`config.mk`:
```
export PLATFORM = sky130hd
export DESIGN_NAME = sdr_scl_sequencer
export DESIGN_NICKNAME = d
export VERILOG_FILES = /design/src/rtl/sdr_scl_seq_pkg.sv /design/src/rtl/sdr_seq_word_counter.sv /design/src/rtl/sdr_scl_sequencer.sv
export SDC_FILE = /design/constraint.sdc
export NUM_CORES = 1
export LEC_CHECK = 0
export BUFFER_PORTS_ARGS = -buffer_cell sky130_fd_sc_hd__buf_4
export CORE_AREA = 2 2 51 53
export CTS_BUF_LIST = sky130_fd_sc_hd__clkbuf_8
export DETAILED_ROUTE_END_ITERATION = 7
export DIE_AREA = 0 0 53 55
export PLACE_DENSITY = 0.84
export SYNTH_ARGS = -nofsm -noshare
export SYNTH_HDL_FRONTEND = slang
export SYNTH_SLANG_ARGS = --single-unit
```
`constraint.sdc`:
```
create_clock -name i_sdr_ctrl_clk -period 2.7 [get_ports i_sdr_ctrl_clk]
set_input_delay 0.405 -clock i_sdr_ctrl_clk [delete_from_list [all_inputs] [get_ports i_sdr_ctrl_clk]]
set_output_delay 0.405 -clock i_sdr_ctrl_clk [all_outputs]
set_load 0.01 [all_outputs]
```
`src/rtl/sdr_scl_seq_pkg.sv`:
```
// ----------------------------------------------------------------------------
// sdr_scl_seq_pkg
// Shared definitions for the SDR SCL frame sequencer:
//   - seq_state_e : sequencer state enumeration (ST_STALL exists only when
//                   SDR_SCL_SEQ_STALL_EN is defined)
//   - WORD_BITS   : bits per bus word (8 data bits + ACK slot)
//   - LAST_BIT    : index of the ACK slot within a word
//   - SDA_ACK / SDA_NACK : level of the sampled SDA line in the ACK slot
// Optional feature macro: SDR_SCL_SEQ_STALL_EN
// ----------------------------------------------------------------------------
package sdr_scl_seq_pkg;

    localparam int unsigned WORD_BITS = 9;
    localparam logic [3:0]  LAST_BIT  = 4'(WORD_BITS - 1);

    localparam logic SDA_ACK  = 1'b0;
    localparam logic SDA_NACK = 1'b1;

    typedef enum logic [2:0] {
        ST_IDLE  = 3'd0,
        ST_START = 3'd1,
        ST_ADDR  = 3'd2,
        ST_DATA  = 3'd3,
`ifdef SDR_SCL_SEQ_STALL_EN
        ST_STALL = 3'd4,
`endif
        ST_STOP  = 3'd5
    } seq_state_e;

endpackage

```
`src/rtl/sdr_seq_word_counter.sv`:
```
// ----------------------------------------------------------------------------
// sdr_seq_word_counter
// Bit index within a 9-bit bus word. Counts 0..8 on each increment strobe and
// wraps back to 0 after the ACK slot.
// Ports:
//   i_sdr_ctrl_clk   : clock
//   i_sdr_ctrl_rst_n : asynchronous active-low reset (count -> 0)
//   clear_i          : force the count to 0 (has priority over inc_i)
//   inc_i            : advance the count by one (wrapping 8 -> 0)
//   bit_cnt_o        : registered bit index
//   last_bit_o       : high while the index sits on the ACK slot (8)
// ----------------------------------------------------------------------------
module sdr_seq_word_counter
    import sdr_scl_seq_pkg::*;
(
    input  logic       i_sdr_ctrl_clk,
    input  logic       i_sdr_ctrl_rst_n,
    input  logic       clear_i,
    input  logic       inc_i,
    output logic [3:0] bit_cnt_o,
    output logic       last_bit_o
);

    logic [3:0] bit_cnt_q;
    logic [3:0] bit_cnt_d;

    always_comb begin
        bit_cnt_d = bit_cnt_q;
        if (clear_i) begin
            bit_cnt_d = '0;
        end else if (inc_i) begin
            bit_cnt_d = (bit_cnt_q == LAST_BIT) ? 4'd0 : bit_cnt_q + 4'd1;
        end
    end

    always_ff @(posedge i_sdr_ctrl_clk or negedge i_sdr_ctrl_rst_n) begin
        if (!i_sdr_ctrl_rst_n) begin
            bit_cnt_q <= '0;
        end else begin
            bit_cnt_q <= bit_cnt_d;
        end
    end

    assign bit_cnt_o  = bit_cnt_q;
    assign last_bit_o = (bit_cnt_q == LAST_BIT);

endmodule

```
`src/rtl/sdr_scl_sequencer.sv`:
```
// ----------------------------------------------------------------------------
// sdr_scl_sequencer
// Frame sequencer driving an SCL generator: START, one open-drain address
// word with ACK check, NUM bytes of push-pull data words, STOP.
// Parameters:
//   NUM_BYTES_W      : width of the byte-count field
// Ports:
//   i_sdr_ctrl_clk   : 50 MHz clock
//   i_sdr_ctrl_rst_n : asynchronous active-low reset
//   i_seq_start      : one-cycle frame request (honoured in IDLE only)
//   i_seq_num_bytes  : data bytes following the address word
//   i_scl_pos_edge   : SCL rising-edge strobe from the generator
//   i_scl_neg_edge   : SCL falling-edge strobe (wins over a coincident rise)
//   i_sda            : sampled SDA, read in the address ACK slot
//   i_stall_req      : upstream data-not-ready
//   o_scl_gen_pp_od  : 1 push-pull, 0 open-drain
//   o_scl_gen_stall  : hold the SCL generator between data bytes
//   o_scl_idle       : SCL generator idle/stop
//   o_timer_cas      : START condition timing request
//   o_bit_cnt        : bit index 0..8 within the current word
//   o_busy, o_done, o_nack : status (o_done is a one-cycle pulse)
// Optional feature macro: SDR_SCL_SEQ_STALL_EN (enables the STALL state)
// ----------------------------------------------------------------------------
module sdr_scl_sequencer
    import sdr_scl_seq_pkg::*;
#(
    parameter int NUM_BYTES_W = 8
) (
    input  logic                   i_sdr_ctrl_clk,
    input  logic                   i_sdr_ctrl_rst_n,
    input  logic                   i_seq_start,
    input  logic [NUM_BYTES_W-1:0] i_seq_num_bytes,
    input  logic                   i_scl_pos_edge,
    input  logic                   i_scl_neg_edge,
    input  logic                   i_sda,
    input  logic                   i_stall_req,
    output logic                   o_scl_gen_pp_od,
    output logic                   o_scl_gen_stall,
    output logic                   o_scl_idle,
    output logic                   o_timer_cas,
    output logic [3:0]             o_bit_cnt,
    output logic                   o_busy,
    output logic                   o_done,
    output logic                   o_nack
);

    seq_state_e             state_q;
    logic [NUM_BYTES_W-1:0] byte_cnt_q;
    logic                   sda_sample_q;
    logic                   pp_od_q;
    logic                   scl_idle_q;
    logic                   timer_cas_q;
    logic                   busy_q;
    logic                   done_q;
    logic                   nack_q;

    // A rise coincident with a fall is dropped; the fall alone is acted on.
    logic neg_edge;
    logic pos_edge;
    assign neg_edge = i_scl_neg_edge;
    assign pos_edge = i_scl_pos_edge & ~i_scl_neg_edge;

    logic       cnt_clear;
    logic       cnt_inc;
    logic       bit_last;
    logic [3:0] bit_cnt;

    assign cnt_clear = (state_q == ST_IDLE) && i_seq_start;
    assign cnt_inc   = neg_edge && ((state_q == ST_ADDR) || (state_q == ST_DATA));

    // The counter wraps 8 -> 0 on the word-closing fall, so every new word
    // (address -> data, data -> data, stall -> data) starts at index 0.
    sdr_seq_word_counter u_word_counter (
        .i_sdr_ctrl_clk   (i_sdr_ctrl_clk),
        .i_sdr_ctrl_rst_n (i_sdr_ctrl_rst_n),
        .clear_i          (cnt_clear),
        .inc_i            (cnt_inc),
        .bit_cnt_o        (bit_cnt),
        .last_bit_o       (bit_last)
    );

`ifdef SDR_SCL_SEQ_STALL_EN
    logic stall_q;
`else
    logic stall_req_unused;
    assign stall_req_unused = i_stall_req;
`endif

    always_ff @(posedge i_sdr_ctrl_clk or negedge i_sdr_ctrl_rst_n) begin
        if (!i_sdr_ctrl_rst_n) begin
            state_q      <= ST_IDLE;
            byte_cnt_q   <= '0;
            sda_sample_q <= SDA_ACK;
            pp_od_q      <= 1'b0;
            scl_idle_q   <= 1'b1;
            timer_cas_q  <= 1'b0;
            busy_q       <= 1'b0;
            done_q       <= 1'b0;
            nack_q       <= 1'b0;
`ifdef SDR_SCL_SEQ_STALL_EN
            stall_q      <= 1'b0;
`endif
        end else begin
            done_q <= 1'b0;
            case (state_q)
                ST_IDLE: begin
                    if (i_seq_start) begin
                        byte_cnt_q   <= i_seq_num_bytes;
                        sda_sample_q <= SDA_ACK;
                        nack_q       <= 1'b0;
                        timer_cas_q  <= 1'b1;
                        scl_idle_q   <= 1'b0;
                        busy_q       <= 1'b1;
                        state_q      <= ST_START;
                    end
                end

                ST_START: begin
                    if (neg_edge) begin
                        timer_cas_q <= 1'b0;
                        state_q     <= ST_ADDR;
                    end
                end

                ST_ADDR: begin
                    if (neg_edge) begin
                        if (bit_last) begin
                            if (sda_sample_q == SDA_NACK) begin
                                nack_q     <= 1'b1;
                                scl_idle_q <= 1'b1;
                                state_q    <= ST_STOP;
                            end else if (byte_cnt_q == '0) begin
                                scl_idle_q <= 1'b1;
                                state_q    <= ST_STOP;
                            end else begin
                                pp_od_q <= 1'b1;
                                state_q <= ST_DATA;
                            end
                        end
                    end else if (pos_edge && bit_last) begin
                        sda_sample_q <= i_sda;
                    end
                end

                ST_DATA: begin
                    // byte_cnt_q is at least 1 here, so the decrement cannot wrap.
                    if (neg_edge && bit_last) begin
                        byte_cnt_q <= byte_cnt_q - NUM_BYTES_W'(1);
                        if (byte_cnt_q == NUM_BYTES_W'(1)) begin
                            pp_od_q    <= 1'b0;
                            scl_idle_q <= 1'b1;
                            state_q    <= ST_STOP;
                        end
`ifdef SDR_SCL_SEQ_STALL_EN
                        else if (i_stall_req) begin
                            stall_q <= 1'b1;
                            state_q <= ST_STALL;
                        end
`endif
                    end
                end

`ifdef SDR_SCL_SEQ_STALL_EN
                ST_STALL: begin
                    if (!i_stall_req) begin
                        stall_q <= 1'b0;
                        state_q <= ST_DATA;
                    end
                end
`endif

                ST_STOP: begin
                    if (pos_edge) begin
                        busy_q  <= 1'b0;
                        done_q  <= 1'b1;
                        state_q <= ST_IDLE;
                    end
                end

                default: begin
                    pp_od_q     <= 1'b0;
                    scl_idle_q  <= 1'b1;
                    timer_cas_q <= 1'b0;
                    busy_q      <= 1'b0;
                    state_q     <= ST_IDLE;
                end
            endcase
        end
    end

    assign o_scl_gen_pp_od = pp_od_q;
    assign o_scl_idle      = scl_idle_q;
    assign o_timer_cas     = timer_cas_q;
    assign o_bit_cnt       = bit_cnt;
    assign o_busy          = busy_q;
    assign o_done          = done_q;
    assign o_nack          = nack_q;
`ifdef SDR_SCL_SEQ_STALL_EN
    assign o_scl_gen_stall = stall_q;
`else
    assign o_scl_gen_stall = 1'b0;
`endif

endmodule

```
### Yosys cells after proc, flatten, opt, wreduce, memory -nomap -nowiden

Index checks and enable logic that the tools add are counted.

* logic and storage cells: 104
* register bits: 22

* mux-type cells: 45
* $add $sub $neg: 2
* bitwise gates (word level): 6
* reductions and logical operators: 22
* eq/ne operators: 19

Operators by type and width (number)
* $mux W3: 9
* $mux W1: 23
* $reduce_and A7 Y1: 3
* $ne A2 B2 Y1 const B: 9
* $mux W8: 2
* $pmux W8 S2: 1
* $pmux W3 S5: 1
* $mux W4: 3
* $pmux W1 S3: 3
* $reduce_and A3 Y1: 3
* $reduce_or A3 Y1: 3
* $eq A8 B1 Y1 const B: 1
* $logic_not A8 Y1: 1
* $sub A8 B1 Y8 const B: 1
* $eq A3 B2 Y1 const B: 2
* $ne A2 B1 Y1 const B: 3
* $reduce_bool A2 Y1: 3
* $not A1 Y1: 5
* $reduce_and A5 Y1: 1
* $add A4 B1 Y4 const B: 1
* $eq A4 B4 Y1 const B: 1
* $logic_and A1 B1 Y1: 4
* $pmux W1 S2: 2
* $pmux W1 S4: 1
* 8 further kinds: 8

### Logic depth before layout (Yosys ltp)

Gate-level depths: netlist of run 1.

* depth after elaboration: 6
* gate-level depth with buffers: 7
* depth with buffers taken out: 6

### Hierarchy

Synthesis of run 1 repeated with hierarchy kept, for this count alone.

* cells, all modules: 150
* area, all modules: 1383.8 um2

By module, submodules not included
* sdr_scl_sequencer: cells an instance 125, instances 1, seq. area each 451.7 um2, area an instance 1147.4 um2
* sdr_seq_word_counter: cells an instance 25, instances 1, seq. area each 100.1 um2, area an instance 236.5 um2

### Least setup slack after synthesis of run 1

Ideal clock, no wire load.

* path kind: register -> register
* start: reg byte_cnt_q[0]
* end: reg state_q[1]
* setup slack: 961 ps
* data required time: 2575 ps
* clock period less this slack: 1739 ps
* cell stages (with the launch flop): 7
* data arrival time: 1614 ps
* cells stage by stage: dfrtp_1 > inv_1 > ha_1 > or3b_2 > o211ai_2 > a21oi_1 > mux2_2

* longest elaborated chain between the ends: 6
* elaborated cells between the ends (all ways): 9
* those cells by class: eq/ne: 2; mux: 5; reduce/logical: 2

Ends and longest elaborated chain
* start, declared: RTL line sdr_scl_sequencer.sv:48 `logic [NUM_BYTES_W-1:0] byte_cnt_q;`
* start signal, assigned: RTL line sdr_scl_sequencer.sv:108 `byte_cnt_q <= i_seq_num_bytes;`
* start signal, assigned: RTL line sdr_scl_sequencer.sv:148 `byte_cnt_q <= byte_cnt_q - NUM_BYTES_W'(1);`
* $logic_not A8 Y1: RTL line sdr_scl_sequencer.sv:132 `end else if (byte_cnt_q == '0) begin`
* $mux W3: RTL line sdr_scl_sequencer.sv:132
* $mux W3: RTL line sdr_scl_sequencer.sv:128 `if (sda_sample_q == SDA_NACK) begin`
* $mux W3: RTL line sdr_scl_sequencer.sv:127 `if (bit_last) begin`
* $mux W3: RTL line sdr_scl_sequencer.sv:126 `if (neg_edge) begin`
* $pmux W3 S5: RTL line sdr_scl_sequencer.sv:105 `case (state_q)`
* end signal, assigned: RTL line sdr_scl_sequencer.sv:114 `state_q <= ST_START;`
* end signal, assigned: RTL line sdr_scl_sequencer.sv:131 `state_q <= ST_STOP;`
* end signal, assigned: RTL line sdr_scl_sequencer.sv:134 `state_q <= ST_STOP;`
* end, declared: RTL line sdr_scl_sequencer.sv:47 `seq_state_e state_q;`

Parallel ways exist; a longest one is shown, timed or not. The select of a mux whose other input is x is not followed.
A chain may end at the register's enable or synchronous reset.

### Final worst setup path of run 1

Same ends and word-level chain as after synthesis.

==> run_results.csv, run 1 <==
group,metric,value,unit
critical_path,cp-end-kind,"flop",
power,power.switching,0.718,mW
logic_synthesis,synth.top_cell.area_share,0.377,
global_route,antenna_found_initial,0,
logic_synthesis,synth.mux.area_fraction,0.0234,
timing,slew_headroom,0.456,
timing,worst_hold_slack,0.0209,ns
detailed_routing,wl,3250,um
logic_synthesis,ys_top_cells_by_area,"dfrtp_1, a21oi_1, nor2_1",
clocking,cts_tree,"yes",
detailed_routing,viasPerCell,6.26,
clocking,ctsHoldBuffers,0,
logic_synthesis,ys_seq_area_frac,0.396,
detailed_routing,drc,0,
clocking,cts_buffers,3,
clocking,clock_path_buffers,2,
place,hpwl,2390,um
clocking,cts_resized,0,
detailed_routing,wire_per_inst,15.5,um
logic_synthesis,synth-xor-area-share,0,
power,combPwrFrac,0.459,
timing,tns,0,ns
clocking,clkSlewWorstSetupHoldPaths,0.08,ns
final_layout,drive_above_1_share,0.207,
die,rows,18,
power,swShare,0.431,
critical_path,cp.arrival,2.12,ns
detailed_routing,ant_nets,0,
global_route,grt-ovfl-total,0,
critical_path,required,2.85,ns
timing,period_share,0.732,
power,powerDensity,1020,mW/mm2
timing,rsz0062_at_grt,"false",
final_layout,diodes,0,
place,portBuffers,23,
power,report.power.total,1.67,mW
power,vdd_ir_drop_max,0.000789,V
die,dieArea,0.00292,mm2
critical_path,path_class,"reg -> reg",
logic_synthesis,synth_top_family_by_area,"simple AND/OR/NAND/NOR gates",
timing,hold_violations,0,
place,gp_congestion,0.841,
logic_synthesis,synth_edf_count,0,
detailed_routing,firstDrtPassIters,4,
power,p_seq_frac,0.401,
global_route,grt.total_usage,0.250,
critical_path,worstPathMaxFanout,5,
logic_synthesis,netlist_instances,159,
logic_synthesis,synth_compound_area_frac,0.232,
die,core,0.00236,mm2
logic_synthesis,yosysTopAreaCell,"dfrtp_1",
global_route,grt_max_degree,25,
worst_hold_path,hold_path_class,"in -> async",
clocking,htree_levels,1,
logic_synthesis,synthArstFlopShare,1.00,
logic_synthesis,synthesis.area,0.00139,mm2
logic_synthesis,ys.flop_type,"dfrtp_1",
power,internal_power,0.950,mW
global_route,grt_pass1_wl,5260,um
timing,skew,0.00419,ns
logic_synthesis,syn_avg_cell_area,8.76,um2
clocking,root_buffer,"clkbuf_8",
timing,drv_slew,0,
clocking,insertion_delay,0.26,ns
logic_synthesis,ys_seq_elements,22,
logic_synthesis,syn_nets,178,
power,clockPowerShare,0.140,
clocking,cts_sinks,22,
die,initial_core_util,0.589,
global_route,grt_pass1_vias,1150,
timing,setup_viol,0,
detailed_routing,drtIter0Drc,25,
critical_path,cp-start-kind,"flop",
final_layout,syn_to_final_growth,17.0,%
logic_synthesis,synthAdderAreaFrac,0.0359,
run,drv_cap,0,
logic_synthesis,synth-simple-area-share,0.260,
die,fp.dieW,53,um
logic_synthesis,synth.distinct_cells,50,
logic_synthesis,synth_common_cells,"dfrtp_1, nor2_1, a21oi_1",
logic_synthesis,synth.most_common_cell,"dfrtp_1",
die,num_io_pins,26,
timing,tightest_slew,0.810,ns
detailed_routing,vias,1308,
clocking,post_cts_buffers,0,
logic_synthesis,yosysWarnings,0,
power,leakage,0.707,nW
run_status,status,"finished clean",
final_layout,nets,199,
timing,fin_crit,1.98,ns
die,die_h,55,um
timing,max_freq,0.506,GHz
[critical path: stages (launching register included)]
cell      delay [ns]
dfrtp_1         0.43
inv_1           0.10
ha_1            0.23
or3b_2          0.52
o211ai_2        0.20
a21oi_1         0.10
mux2_2          0.29
[registers in the layout, indices dropped and copies added, names as in the netlist]
name / flops
o_scl_gen_pp_od: 1
byte_cnt_q: 8
o_nack: 1
state_q: 3
sda_sample_q: 1
o_busy: 1
o_scl_idle: 1
o_timer_cas: 1
o_done: 1
u_word_counter.bit_cnt_o: 4
[kinds of logic after synthesis]
kind of cell,count (synthesis)
fa+ha+maj,4
buf+inv,16
compound gates,49
other cells,1
simple gates,64
mux,3
flops,22
[layout by cell type, fill, tap and decap left out, types with 3 or more instances in the layout]
master / count
nor3b_1: 3
o31ai_1: 3
nand3_1: 6
nor4_1: 4
and3_1: 3
dfrtp_1: 21
inv_1: 7
a21oi_1: 15
ha_1: 4
clkbuf_8: 4
o21ai_0: 10
nand2b_1: 4
buf_4: 25
nor3_1: 8
nand3b_1: 3
nor2b_1: 3
nor2_1: 16
nand2_1: 4
[per-stage QoR]
stage | utilization | setup slack (ns) | instance area [um2] | std cells
2_1_floorplan | - | 0.961 | 1390 | 159
3_3_place_gp | 0.666 | 0.804 | 1570 | 205
3_5_place_dp | 0.666 | 0.744 | 1570 | 205
4_1_cts | 0.689 | 0.732 | 1630 | 209
5_1_grt | 0.689 | 0.631 | 1630 | 209
6_report | 0.689 | 0.724 | 1630 | 209
[worst paths after layout]
path,from,to,slack [ns],depth (start not counted)
max,byte_cnt_q[0],state_q[1],0.72,6
min reg2reg,o_scl_gen_pp_od,o_scl_gen_pp_od,0.52,1
max reg2reg,byte_cnt_q[0],state_q[1],0.72,6
min,i_sdr_ctrl_rst_n,byte_cnt_q[6],0.02,1
min in group i_sdr_ctrl_clk,i_seq_num_bytes[7],byte_cnt_q[7],0.43,3
max in group asynchronous,i_sdr_ctrl_rst_n,o_scl_idle,2.41,1
[final cells by class]
cell class	instances	area [um2]
Clock buffer	4	55.1
Fill cell	190	736
Inverter	7	26.3
Multi-Input combinational cell	121	771
Sequential cell	22	552
Tap cell	30	37.5
Timing Repair Buffer	25	188
[layer usage]
| layer | global-route usage | wire length (um) | vias to the layer above |
|---|---|---|---|
| li1 | - | - | 634 |
| met1 | 0.334 | 1450 | 627 |
| met2 | 0.425 | 1580 | 43 |
| met3 | 0.0323 | 195 | 4 |
| met4 | 0.0769 | 27 | 0 |
| met5 | 0 | 0 | - |
[power groups by stage]
| stage | logic (mW) | registers (mW) | clock network (mW) |
|---|---|---|---|
| final | 0.766 | 0.669 | 0.233 |
| after CTS | 0.763 | 0.665 | 0.236 |
| after global placement | 0.728 | 0.650 | 0 |
| after global routing | 0.854 | 0.694 | 0.249 |
| after detailed placement | 0.759 | 0.670 | 0 |
| after floorplan | 0.577 | 0.606 | 0 |
Power figures use the tool's default switching activity.
==> inputs of run 2 (changes only) <==
Settings changed: CORE_AREA 2 2 51 53 to 2 2 53 55, DIE_AREA 0 0 53 55 to 0 0 55 57, PLACE_DENSITY 0.84 to 0.79.
Clock period 2.7 ns to 2.1 ns, I/O delays scaled along.
==> run_results.csv, run 2 (synthesis gave the netlist of run 1 again) <==
group,metric,value,unit
run_status,status,"finished clean",
critical_path,reg2reg_depth,6,
final_layout,mostFrequentLayoutCell,"buf_4",
die,die_h,57,um
global_route,grt-ovfl-total,0,
critical_path,max_stage_delay,0.51,ns
place,gp_congestion,0.859,
timing,skew,0.00377,ns
critical_path,cp-start-kind,"flop",
power,internal_power,1.22,mW
clocking,root_buffer,"clkbuf_8",
critical_path,path_class,"reg -> reg",
detailed_routing,viasPerCell,6.12,
detailed_routing,wl,3270,um
timing,worst_hold_slack,0.333,ns
timing,setup_viol,0,
timing,period_share,0.929,
final_layout,layout_common_cells,"buf_4, dfrtp_1, nor2_1",
critical_path,crit_start,"byte_cnt_q[0]",
detailed_routing,vias,1315,
timing,finalWorstSetupSlack,0.150,ns
power,power.switching,0.929,mW
clocking,cts_resized,0,
die,initial_core_util,0.533,
clocking,clock_path_buffers,2,
place,hpwl,2370,um
power,p_seq_frac,0.395,
place,portBuffers,23,
worst_hold_path,hold_path_class,"in -> reg",
detailed_routing,drtIter0Drc,30,
die,num_io_pins,26,
critical_path,crit_end,"state_q[1]",
critical_path,worstPathMaxFanout,5,
clocking,insertion_delay,0.27,ns
global_route,grt_pass1_vias,1168,
clocking,ctsHoldBuffers,1,
global_route,antenna_found_initial,0,
clocking,cts_tree,"yes",
timing,tightest_slew,0.714,ns
timing,drv_slew,0,
detailed_routing,drc,0,
clocking,cts_buffers,3,
die,core,0.00262,mm2
final_layout,drive_above_1_share,0.217,
critical_path,reg2reg_from,"byte_cnt_q[0]",
power,combPwrFrac,0.477,
critical_path,cp.arrival,2.11,ns
clocking,cts_sinks,22,
die,dieArea,0.00314,mm2
final_layout,diodes,0,
final_layout,largest_register,"byte_cnt_q",
timing,fin_crit,1.95,ns
power,vdd_ir_drop_max,0.000894,V
die,rows,19,
global_route,grt_pass1_wl,5290,um
global_route,grt.total_usage,0.227,
die,fp.dieW,55,um
critical_path,required,2.26,ns
clocking,clkSlewWorstSetupHoldPaths,0.08,ns
clocking,post_cts_buffers,0,
power,report.power.total,2.15,mW
timing,hold_violations,0,
timing,slew_headroom,0.519,
critical_path,cp-end-kind,"flop",
run,drv_cap,0,
power,swShare,0.433,
power,powerDensity,1290,mW/mm2
clocking,htree_levels,1,
power,leakage,0.730,nW
power,clockPowerShare,0.128,
timing,tns,0,ns
critical_path,critical-path-slowest-cell,"or3b_2",
detailed_routing,wire_per_inst,15.2,um
final_layout,fillers,232,
final_layout,nets,204,
final_layout,largest_reg_flops,8,
detailed_routing,firstDrtPassIters,4,
timing,max_freq,0.513,GHz
final_layout,syn_to_final_growth,19.2,%
critical_path,crit_chain,"inv_1 > ha_1 > or3b_2 > o211ai_2 > a21oi_1 > mux2_2",
place,post-place-ws,0.188,ns
timing,rsz0062_at_grt,"false",
global_route,grt_max_degree,23,
detailed_routing,ant_nets,0,
critical_path,rrSetupSlack,0.15,ns
critical_path,r2r_end,"state_q[1]",
## run 2: power by group through the flow
stage	Combinational (mW)	Clock, mW	Sequential [mW]
2_1_floorplan	0.742	0	0.779
3_3_place_gp	0.983	0	0.837
3_5_place_dp	1.01	0	0.850
4_1_cts	1.02	0.276	0.840
5_1_grt	1.13	0.298	0.886
6_report	1.02	0.274	0.847
## run 2: layout make-up
class	count	area (um2)	share of cell area
clock inverter	1	3.75	0.00226
timing repair buffer	30	228	0.137
tap	31	38.8	0.0234
multi-input combinational	121	771	0.464
inverter	7	26.3	0.0158
sequential	22	552	0.332
clock buffer	3	41.3	0.0249
## run 2: routing by layer
layer	vias to the layer above	GRT usage	wire length [um]
met3	4	0.0236	148
met4	0	0.0627	24
li1	643	-	-
met5	-	0	0
met1	635	0.318	1510
met2	33	0.369	1590
## run 2: how the worst min path moves through the flow
stage | startpoint | to | slack [ns] | cells past startpoint
finish | i_sda | sda_sample_q | 0.33 | 3
global route | i_seq_num_bytes[0] | byte_cnt_q[0] | 0.35 | 3
CTS | i_sda | sda_sample_q | 0.33 | 3
detailed placement | i_sdr_ctrl_rst_n | byte_cnt_q[3] | 0.23 | 1
global placement | i_sdr_ctrl_rst_n | byte_cnt_q[3] | 0.22 | 1
floorplan | i_sdr_ctrl_rst_n | byte_cnt_q[0] | 0.02 | 0
## run 2: per-stage QoR
stage          utilization  instances  cell area (um2)
2_1_floorplan            -        159             1390
3_5_place_dp         0.614        210             1610
5_1_grt              0.635        215             1660
3_3_place_gp         0.614        210             1610
4_1_cts              0.635        215             1660
6_report             0.635        215             1660
## run 2: critical path, delay by kind of cell (launching register included)
kind | cells | cell delay (ns)
simple gates | 1 | 0.51
flops | 1 | 0.43
compound gates | 2 | 0.31
mux | 1 | 0.28
fa+ha+maj | 1 | 0.20
buf+inv | 1 | 0.11
